## src/rtl/multi_port_write_decoder.sv

```systemverilog
// Dual-channel register-file write-select decoder with write protection,
// a one-entry stall buffer behind a ready handshake, and A/B conflict counting.
module multi_port_write_decoder #(
    parameter int                   SEL_WIDTH    = 4,
    parameter int                   OUT_WIDTH    = 16,
    parameter bit                   MSB_FIRST    = 1'b1,
    parameter logic [OUT_WIDTH-1:0] PROTECT_MASK = '0,
    parameter int                   CNT_WIDTH    = 8
) (
    input  logic                 clk,
    input  logic                 reset,
    input  logic                 load_enable_a,
    input  logic [SEL_WIDTH-1:0] decoder_control_a,
    input  logic                 load_enable_b,
    input  logic [SEL_WIDTH-1:0] decoder_control_b,
    input  logic                 hold,
    output logic                 in_ready,
    output logic [OUT_WIDTH-1:0] decoder_output,
    output logic                 conflict,
    output logic                 protect_violation,
    output logic [CNT_WIDTH-1:0] conflict_count
);

    // Handshake: a request (either load enable high) is taken on a rising
    // edge only while in_ready is high; otherwise it is dropped and the
    // upstream must keep presenting it. in_ready is low exactly while the
    // pending buffer is occupied.
    typedef enum logic {
        IDLE    = 1'b0,
        PENDING = 1'b1
    } state_t;

    state_t                 state_q, state_d;
    logic [OUT_WIDTH-1:0]   out_q, out_d;
    logic [OUT_WIDTH-1:0]   pend_q, pend_d;
    logic                   conflict_q, conflict_d;
    logic                   pv_q, pv_d;
    logic [CNT_WIDTH-1:0]   cnt_q, cnt_d;

    logic [OUT_WIDTH-1:0]   onehot_a, onehot_b, raw_mask, req_mask;
    logic                   accept;

    // OUT_WIDTH == 2**SEL_WIDTH, so OUT_WIDTH-1-code is simply ~code.
    function automatic logic [OUT_WIDTH-1:0] onehot(input logic [SEL_WIDTH-1:0] code);
        logic [OUT_WIDTH-1:0] v;
        v = '0;
        if (MSB_FIRST) v[~code] = 1'b1;
        else           v[code]  = 1'b1;
        return v;
    endfunction

    assign onehot_a = load_enable_a ? onehot(decoder_control_a) : '0;
    assign onehot_b = load_enable_b ? onehot(decoder_control_b) : '0;
    assign raw_mask = onehot_a | onehot_b;
    assign req_mask = raw_mask & ~PROTECT_MASK;

    assign in_ready = (state_q == IDLE);
    assign accept   = in_ready && (load_enable_a || load_enable_b);

    assign conflict_d = accept && load_enable_a && load_enable_b &&
                        (decoder_control_a == decoder_control_b);
    assign pv_d       = accept && |(raw_mask & PROTECT_MASK);
    assign cnt_d      = (conflict_d && cnt_q != '1) ? cnt_q + 1'b1 : cnt_q;

    always_comb begin
        state_d = state_q;
        out_d   = out_q;
        pend_d  = pend_q;
        case (state_q)
            IDLE: begin
                // With no request req_mask is zero, giving pulse-per-request output.
                if (!hold) begin
                    out_d = req_mask;
                end else if (accept) begin
                    pend_d  = req_mask;
                    state_d = PENDING;
                end
            end
            PENDING: begin
                if (!hold) begin
                    out_d   = pend_q;
                    state_d = IDLE;
                end
            end
            default: state_d = IDLE;
        endcase
    end

    always_ff @(posedge clk) begin
        if (reset) begin
            state_q    <= IDLE;
            out_q      <= '0;
            pend_q     <= '0;
            conflict_q <= 1'b0;
            pv_q       <= 1'b0;
            cnt_q      <= '0;
        end else begin
            state_q    <= state_d;
            out_q      <= out_d;
            pend_q     <= pend_d;
            conflict_q <= conflict_d;
            pv_q       <= pv_d;
            cnt_q      <= cnt_d;
        end
    end

    assign decoder_output    = out_q;
    assign conflict          = conflict_q;
    assign protect_violation = pv_q;
    assign conflict_count    = cnt_q;

endmodule
```

## config.mk

```make
export PLATFORM = sky130hd
export DESIGN_NAME = multi_port_write_decoder
export DESIGN_NICKNAME = d
export VERILOG_FILES = /design/src/rtl/multi_port_write_decoder.sv
export SDC_FILE = /design/constraint.sdc
export NUM_CORES = 1
export LEC_CHECK = 0
export BUFFER_PORTS_ARGS = -buffer_cell sky130_fd_sc_hd__buf_2
export CAP_MARGIN = 20
export CORE_MARGIN = 4
export CORE_UTILIZATION = 24
export CTS_CLUSTER_SIZE = 30
export DETAILED_ROUTE_END_ITERATION = 16
export GPL_TIMING_DRIVEN = 0
export PLACE_DENSITY = 0.46
export SETUP_SLACK_MARGIN = 0.05
export SLEW_MARGIN = 5
export SYNTH_ARGS = -nofsm -noshare
export SYNTH_HDL_FRONTEND = slang
export SYNTH_SLANG_ARGS = --single-unit
```

## constraint.sdc

```tcl
create_clock -name clk -period 4.31 [get_ports clk]
set_clock_uncertainty 0.1 [all_clocks]
set_input_delay 1.293 -clock clk [delete_from_list [all_inputs] [get_ports clk]]
set_output_delay 1.293 -clock clk [all_outputs]
set_load 0.01 [all_outputs]
```

==> results.py, run 1 <==
metrics = {
    "flow_run": {
        "drv_cap": 0,
    },
    "sta": {
        "layout_min_cycle_time_ns": 2.810,
        "tns_ns": 0,
        "drv_slew": 0,
        "setup_viol": 0,
        "hold_viol_final": 0,
        "fmax_mhz": 355.9,
        "max-slew-margin-rel_pct": 65.32,
        "finalCritPeriodShare_pct": 65.20,
        "fin_ws_ns": 1.500,
        "worstMarginPinSlew_ns": 0.5203,
        "rsz0062_at_grt": "false",
    },
    "finish": {
        "area_delta_synth_final_pct": 19.60,
        "nFillCells": 898,
        "final_common_cell": "dfxtp_1",
        "drive_above_1_share_pct": 25.39,
        "num-nets-final": 269,
        "layout_common_cells": "dfxtp_1, buf_2, mux2i_1, o22ai_1, nor2_1",
        "multi_input_area_um2": 1141,
        "ff_latch_area_um2": 840.8,
        "diodes": 0,
    },
    "worst_hold_path": {
        "hold_end": "decoder_output[13]",
        "hp-start": "decoder_output[13]",
        "worst_hold_path.num_cells": 2,
        "hold_path_class": "flip-flop to flip-flop",
    },
    "critical_path": {
        "cp-start-kind": "flip-flop",
        "critPathLaunch": "state_q",
        "cp_max_fo": 10,
        "cp.required_ns": 2.92,
        "worstSetupPathType": "flip-flop to output port",
        "r2r.worst_path.cells": 5,
        "crit_arrival_ns": 1.42,
        "ff2ff_setup_slack_ns": 2.52,
        "r2r_end": "conflict_count[5]",
        "critPathCaptureType": "output port",
        "reg2reg_from": "conflict_count[0]",
    },
    "clock_tree": {
        "cts_max_path_buffers": 2,
        "cts_buffers": 5,
        "cts_tree": "yes",
        "cts.sinks": 42,
        "path_clk_slew_ns": 0.09,
        "insertion_delay_ns": 0.30,
        "cts.repair.resized": 0,
        "holdBufCountCts": 0,
        "clock-root-buffer": "clkbuf_8",
        "cts_setup_buffers": 0,
        "htreeDepth": 2,
    },
    "route": {
        "ant_nets": 0,
        "drtIter0Drc": 72,
        "vias_per_cell": 4.643,
        "drc": 0,
        "drtPass1Iterations": 4,
        "routed_wl_mm": 5.156,
        "route.vias.total": 1676,
        "wl_per_cell_um": 14.28,
    },
    "floorplanning": {
        "initial_core_util_pct": 24.82,
        "rows": 33,
        "core_area_um2": 8258,
        "die_w_um": 100.4,
        "die_h_um": 100.4,
        "dieArea_um2": 10080,
        "ioPinCount": 40,
    },
    "yosys": {
        "synthArstFlopShare_pct": 0,
        "synth_seq_cells": 42,
        "syn_area_um2": 2049,
        "synth-seq-area-share_pct": 41.03,
        "ys_types": 38,
        "syn_inst": 212,
        "syn-num-nets": 226,
        "avgSynthCellArea_um2": 9.667,
        "synth-main-ff-cell": "dfxtp_1",
        "synth_top_area_share_pct": 41.03,
        "yosys_warnings": 0,
        "synth_top_area_cell": "dfxtp_1",
        "synth_edf_count": 0,
        "netlist_top_cells_area": "dfxtp_1, mux2i_1, o22ai_1, nor2_1, nand2_1",
    },
    "power": {
        "power_density_nw_per_um2": 307.0,
        "ir_drop_uv": 110.6,
        "p_leak_nw": 0.9970,
    },
    "global_routing": {
        "gr-total-overflow": 0,
        "grt_pass1_vias": 1634,
        "grt_use_total_pct": 10.91,
        "antenna_found_initial": 0,
        "grt_max_degree": 15,
        "grt_first_pass_wirelength_mm": 8.535,
    },
    "placement": {
        "io_buffers": 36,
        "place_ws_ns": 1.464,
        "gp_congestion": 0.7736,
        "hpwl_mm": 3.813,
    },
    "run_status": {
        "status": "finished, final reports clean",
    },
}
## Yosys cell counts (all sizes together) (2+ instances only)
master,instances
dfxtp,42
and4,2
nor2,22
xnor2,8
nand2,19
nand3,5
nor3,3
buf,5
or2,3
o22ai,32
nand4,2
inv,2
mux2i,33
or3b,2
nor4,2
clkbuf,8
nand2b,4
nand3b,5
nor4b,2
## worst max-delay path, cell delays in order, from the launching register on
cell and delay [ns]:
dfxtp_1 0.33, inv_2 0.22, buf_2 0.36, buf_2 0.20
## sequential cells by signal, indices dropped and copies added, names as in the netlist
signal          flops
decoder_output     16
pend_q             16
conflict_count      8
conflict            1
state_q             1
## power by group
group,internal [mW],switching (mW),leakage (nW)
combinational,0.0360,0.0575,0.614
clock,0.114,0.150,0.0441
sequential,0.393,0.00243,0.339
total,0.543,0.210,0.997
## worst max-delay path by stage
stage / end / slack, ns / depth (start not counted)
after floorplan: conflict_count[5] / 1.81 / 5
after global placement: conflict_count[5] / 1.46 / 6
after detailed placement: decoder_output[7] / 1.46 / 5
after CTS: in_ready / 1.48 / 3
after global routing: in_ready / 1.41 / 3
final: in_ready / 1.50 / 3
## stage by stage
step	hold WS (ns)	total power, mW	utilization, %	instances	instance area (um^2)
3_5_place_dp	0.3555	0.4991	28.59	353	2361
6_report	0.3658	0.7525	29.68	361	2451
3_3_place_gp	0.3566	0.4994	28.59	353	2361
4_1_cts	0.3687	0.7641	29.68	361	2451
5_1_grt	0.3917	0.7888	29.68	361	2451
2_1_floorplan	0.3596	0.4688	-	212	2049
## cells by family (layout without fill, tap and decap cells)
| logic type | Yosys count | count (layout) | share of synthesized area, % |
|---|---|---|---|
| buffers and inverters | 15 | 59 | 3.296 |
| DFF | 42 | 42 | 41.03 |
| adders and majority gates | 1 | 1 | 0.6104 |
| muxes | 34 | 34 | 16.67 |
| other | 1 | 1 | 0.1830 |
| and+or+nand+nor | 74 | 74 | 21.67 |
| xor gates and xnor gates | 8 | 8 | 4.884 |
| AOI/OAI and AO/OA | 37 | 37 | 11.66 |
## layout make-up
cell class	count	share of cell area, %
Buffer	13	2.450
Clock buffer	5	2.808
Clock inverter	3	0.8678
Inverter	2	0.3063
Multi-Input combinational cell	155	46.55
Sequential cell	42	34.30
Tap cell	105	5.360
Timing Repair Buffer	36	7.351
## routing by layer
metal  vias up  part of all wire (%)  GRT usage [%]  routed length (um)
met4         0                   1.4          3.731                  70
met3         6                   5.3          3.753                 275
li1        853                     -              -                   -
met5         -                     0              0                   0
met1       778                    49          15.13                2538
met2        39                    44          15.70                2272
(Power assumes the default switching activity.)
==> run 2: changes to the inputs <==
--- a/config.mk
+++ b/config.mk
@@ -12,7 +12,7 @@
 export CTS_CLUSTER_SIZE = 30
 export DETAILED_ROUTE_END_ITERATION = 16
 export GPL_TIMING_DRIVEN = 0
-export PLACE_DENSITY = 0.46
+export PLACE_DENSITY = 0.48
 export SETUP_SLACK_MARGIN = 0.05
 export SLEW_MARGIN = 5
 export SYNTH_ARGS = -nofsm -noshare
==> constraint.sdc (replaced) <==
create_clock -name clk -period 2.51 [get_ports clk]
set_clock_uncertainty 0.1 [all_clocks]
set_input_delay 0.753 -clock clk [delete_from_list [all_inputs] [get_ports clk]]
set_output_delay 0.753 -clock clk [all_outputs]
set_load 0.01 [all_outputs]
==> results.py, run 2 (synthesized netlist as in run 1, its figures left out) <==
metrics = {
    "finish": {
        "num-nets-final": 269,
        "layout_common_cells": "dfxtp_1, buf_2, mux2i_1, o22ai_1, nor2_1",
        "drive_above_1_share_pct": 25.00,
        "nFillCells": 914,
        "area_delta_synth_final_pct": 20.57,
        "diodes": 0,
        "fin_util_pct": 29.92,
        "final_common_cell": "dfxtp_1",
    },
    "route": {
        "m1WireLength_mm": 2.469,
        "wl_per_cell_um": 14.39,
        "top_layer": "met4",
        "wl_met2_mm": 2.379,
        "route.vias.total": 1696,
        "drc": 0,
        "drtPass1Iterations": 4,
        "drtIter0Drc": 50,
        "routed_wl_mm": 5.194,
        "vias_per_cell": 4.698,
        "wl_met3_um": 258,
        "ant_nets": 0,
    },
    "sta": {
        "fmax_mhz": 445.2,
        "finalCritPeriodShare_pct": 89.49,
        "setup_viol": 0,
        "max-slew-margin-rel_pct": 65.12,
        "layout_min_cycle_time_ns": 2.246,
        "rsz0062_at_grt": "false",
        "drv_slew": 0,
        "tns_ns": 0,
        "hold_viol_final": 0,
        "worstMarginPinSlew_ns": 0.5232,
    },
    "worst_hold_path": {
        "hold_path_class": "flip-flop to flip-flop",
        "hp-start": "decoder_output[13]",
    },
    "global_routing": {
        "grt_use_total_pct": 10.96,
        "grt_pass1_vias": 1680,
        "grt_first_pass_wirelength_mm": 8.611,
        "grt_max_degree": 14,
        "gr-total-overflow": 0,
        "antenna_found_initial": 0,
    },
    "power": {
        "total_power_mw": 1.381,
        "power_density_nw_per_um2": 559.0,
        "ir_drop_uv": 175.0,
        "p_leak_nw": 1.004,
    },
    "flow_run": {
        "drv_cap": 0,
    },
    "floorplanning": {
        "initial_core_util_pct": 24.82,
        "ioPinCount": 40,
        "dieArea_um2": 10080,
        "rows": 33,
        "die_w_um": 100.4,
        "die_h_um": 100.4,
        "core_area_um2": 8258,
    },
    "critical_path": {
        "critPathCaptureType": "output port",
        "worstSetupPathType": "flip-flop to output port",
        "crit_arrival_ns": 1.39,
        "r2r.worst_path.cells": 5,
        "cp-start-kind": "flip-flop",
        "ff2ff_setup_slack_ns": 0.69,
        "critPathLaunch": "state_q",
        "reg2reg_from": "conflict_count[0]",
        "cp.required_ns": 1.66,
        "cp_max_fo": 10,
        "cp-endpoint": "in_ready",
        "r2r_end": "conflict_count[5]",
    },
    "clock_tree": {
        "insertion_delay_ns": 0.30,
        "cts_max_path_buffers": 2,
        "path_clk_slew_ns": 0.08,
        "holdBufCountCts": 0,
        "clock-root-buffer": "clkbuf_8",
        "cts.repair.resized": 0,
        "cts_setup_buffers": 0,
        "htreeDepth": 2,
        "cts.sinks": 42,
        "cts_buffers": 5,
        "cts_tree": "yes",
    },
    "placement": {
        "gp_congestion": 0.8369,
        "io_buffers": 36,
        "hpwl_mm": 3.809,
    },
    "run_status": {
        "status": "finished, final reports clean",
    },
}
-- run 2: cell count changes in the layout (fill, tap and decap cells not counted), sizes merged --
cell    previous run  this run
clkinv             2         0
clkbuf            13        14
bufinv             0         1
-- run 2: layer usage --
metal | global-route usage (%) | vias to the layer above
li1 | - | 855
met3 | 2.432 | 8
met2 | 16.92 | 37
met1 | 14.74 | 796
met5 | 0 | -
met4 | 4.560 | 0
-- run 2: where the power goes --
part	switching, mW	total, mW	leakage (nW)	internal, mW
clock network	0.244	0.541	0.0514	0.297
registers	0.00435	0.679	0.339	0.675
logic	0.0996	0.161	0.614	0.0618
total	0.348	1.38	1.00	1.03
-- run 2: through the flow --
step                instances  setup slack, ns  instance area (um^2)  hold WS (ns)
floorplan                 212           0.5524                  2049        0.3596
global placement          353           0.2031                  2361        0.3555
detailed placement        353           0.2185                  2361        0.3578
CTS                       361           0.2244                  2471        0.3705
global route              361           0.1662                  2471        0.3927
finish                    361           0.2639                  2471        0.3652
-- run 2: area by class of cell --
class / count / area [um^2] / area share [%]
buffer: 13 / 60.06 / 2.430
clock buffer: 6 / 72.57 / 2.937
clock inverter: 2 / 37.54 / 1.519
inverter: 2 / 7.507 / 0.3038
multi-input combinational: 155 / 1141 / 46.18
sequential: 42 / 840.8 / 34.03
tap: 105 / 131.4 / 5.316
timing repair buffer: 36 / 180.2 / 7.291
-- run 2: worst min-delay path by stage --
stage / slack (ns) / depth (start not counted) / endpoint
after CTS: 0.37 / 2 / decoder_output[13]
after global placement: 0.36 / 2 / decoder_output[14]
after global routing: 0.39 / 2 / decoder_output[7]
after floorplan: 0.36 / 2 / pend_q[0]
final: 0.37 / 2 / decoder_output[13]
after detailed placement: 0.36 / 2 / decoder_output[13]
-- run 2: critical path, stage by stage, from the launching register on --
cell and delay, ns:
dfxtp_1 0.33, inv_2 0.22, buf_2 0.35, buf_2 0.20
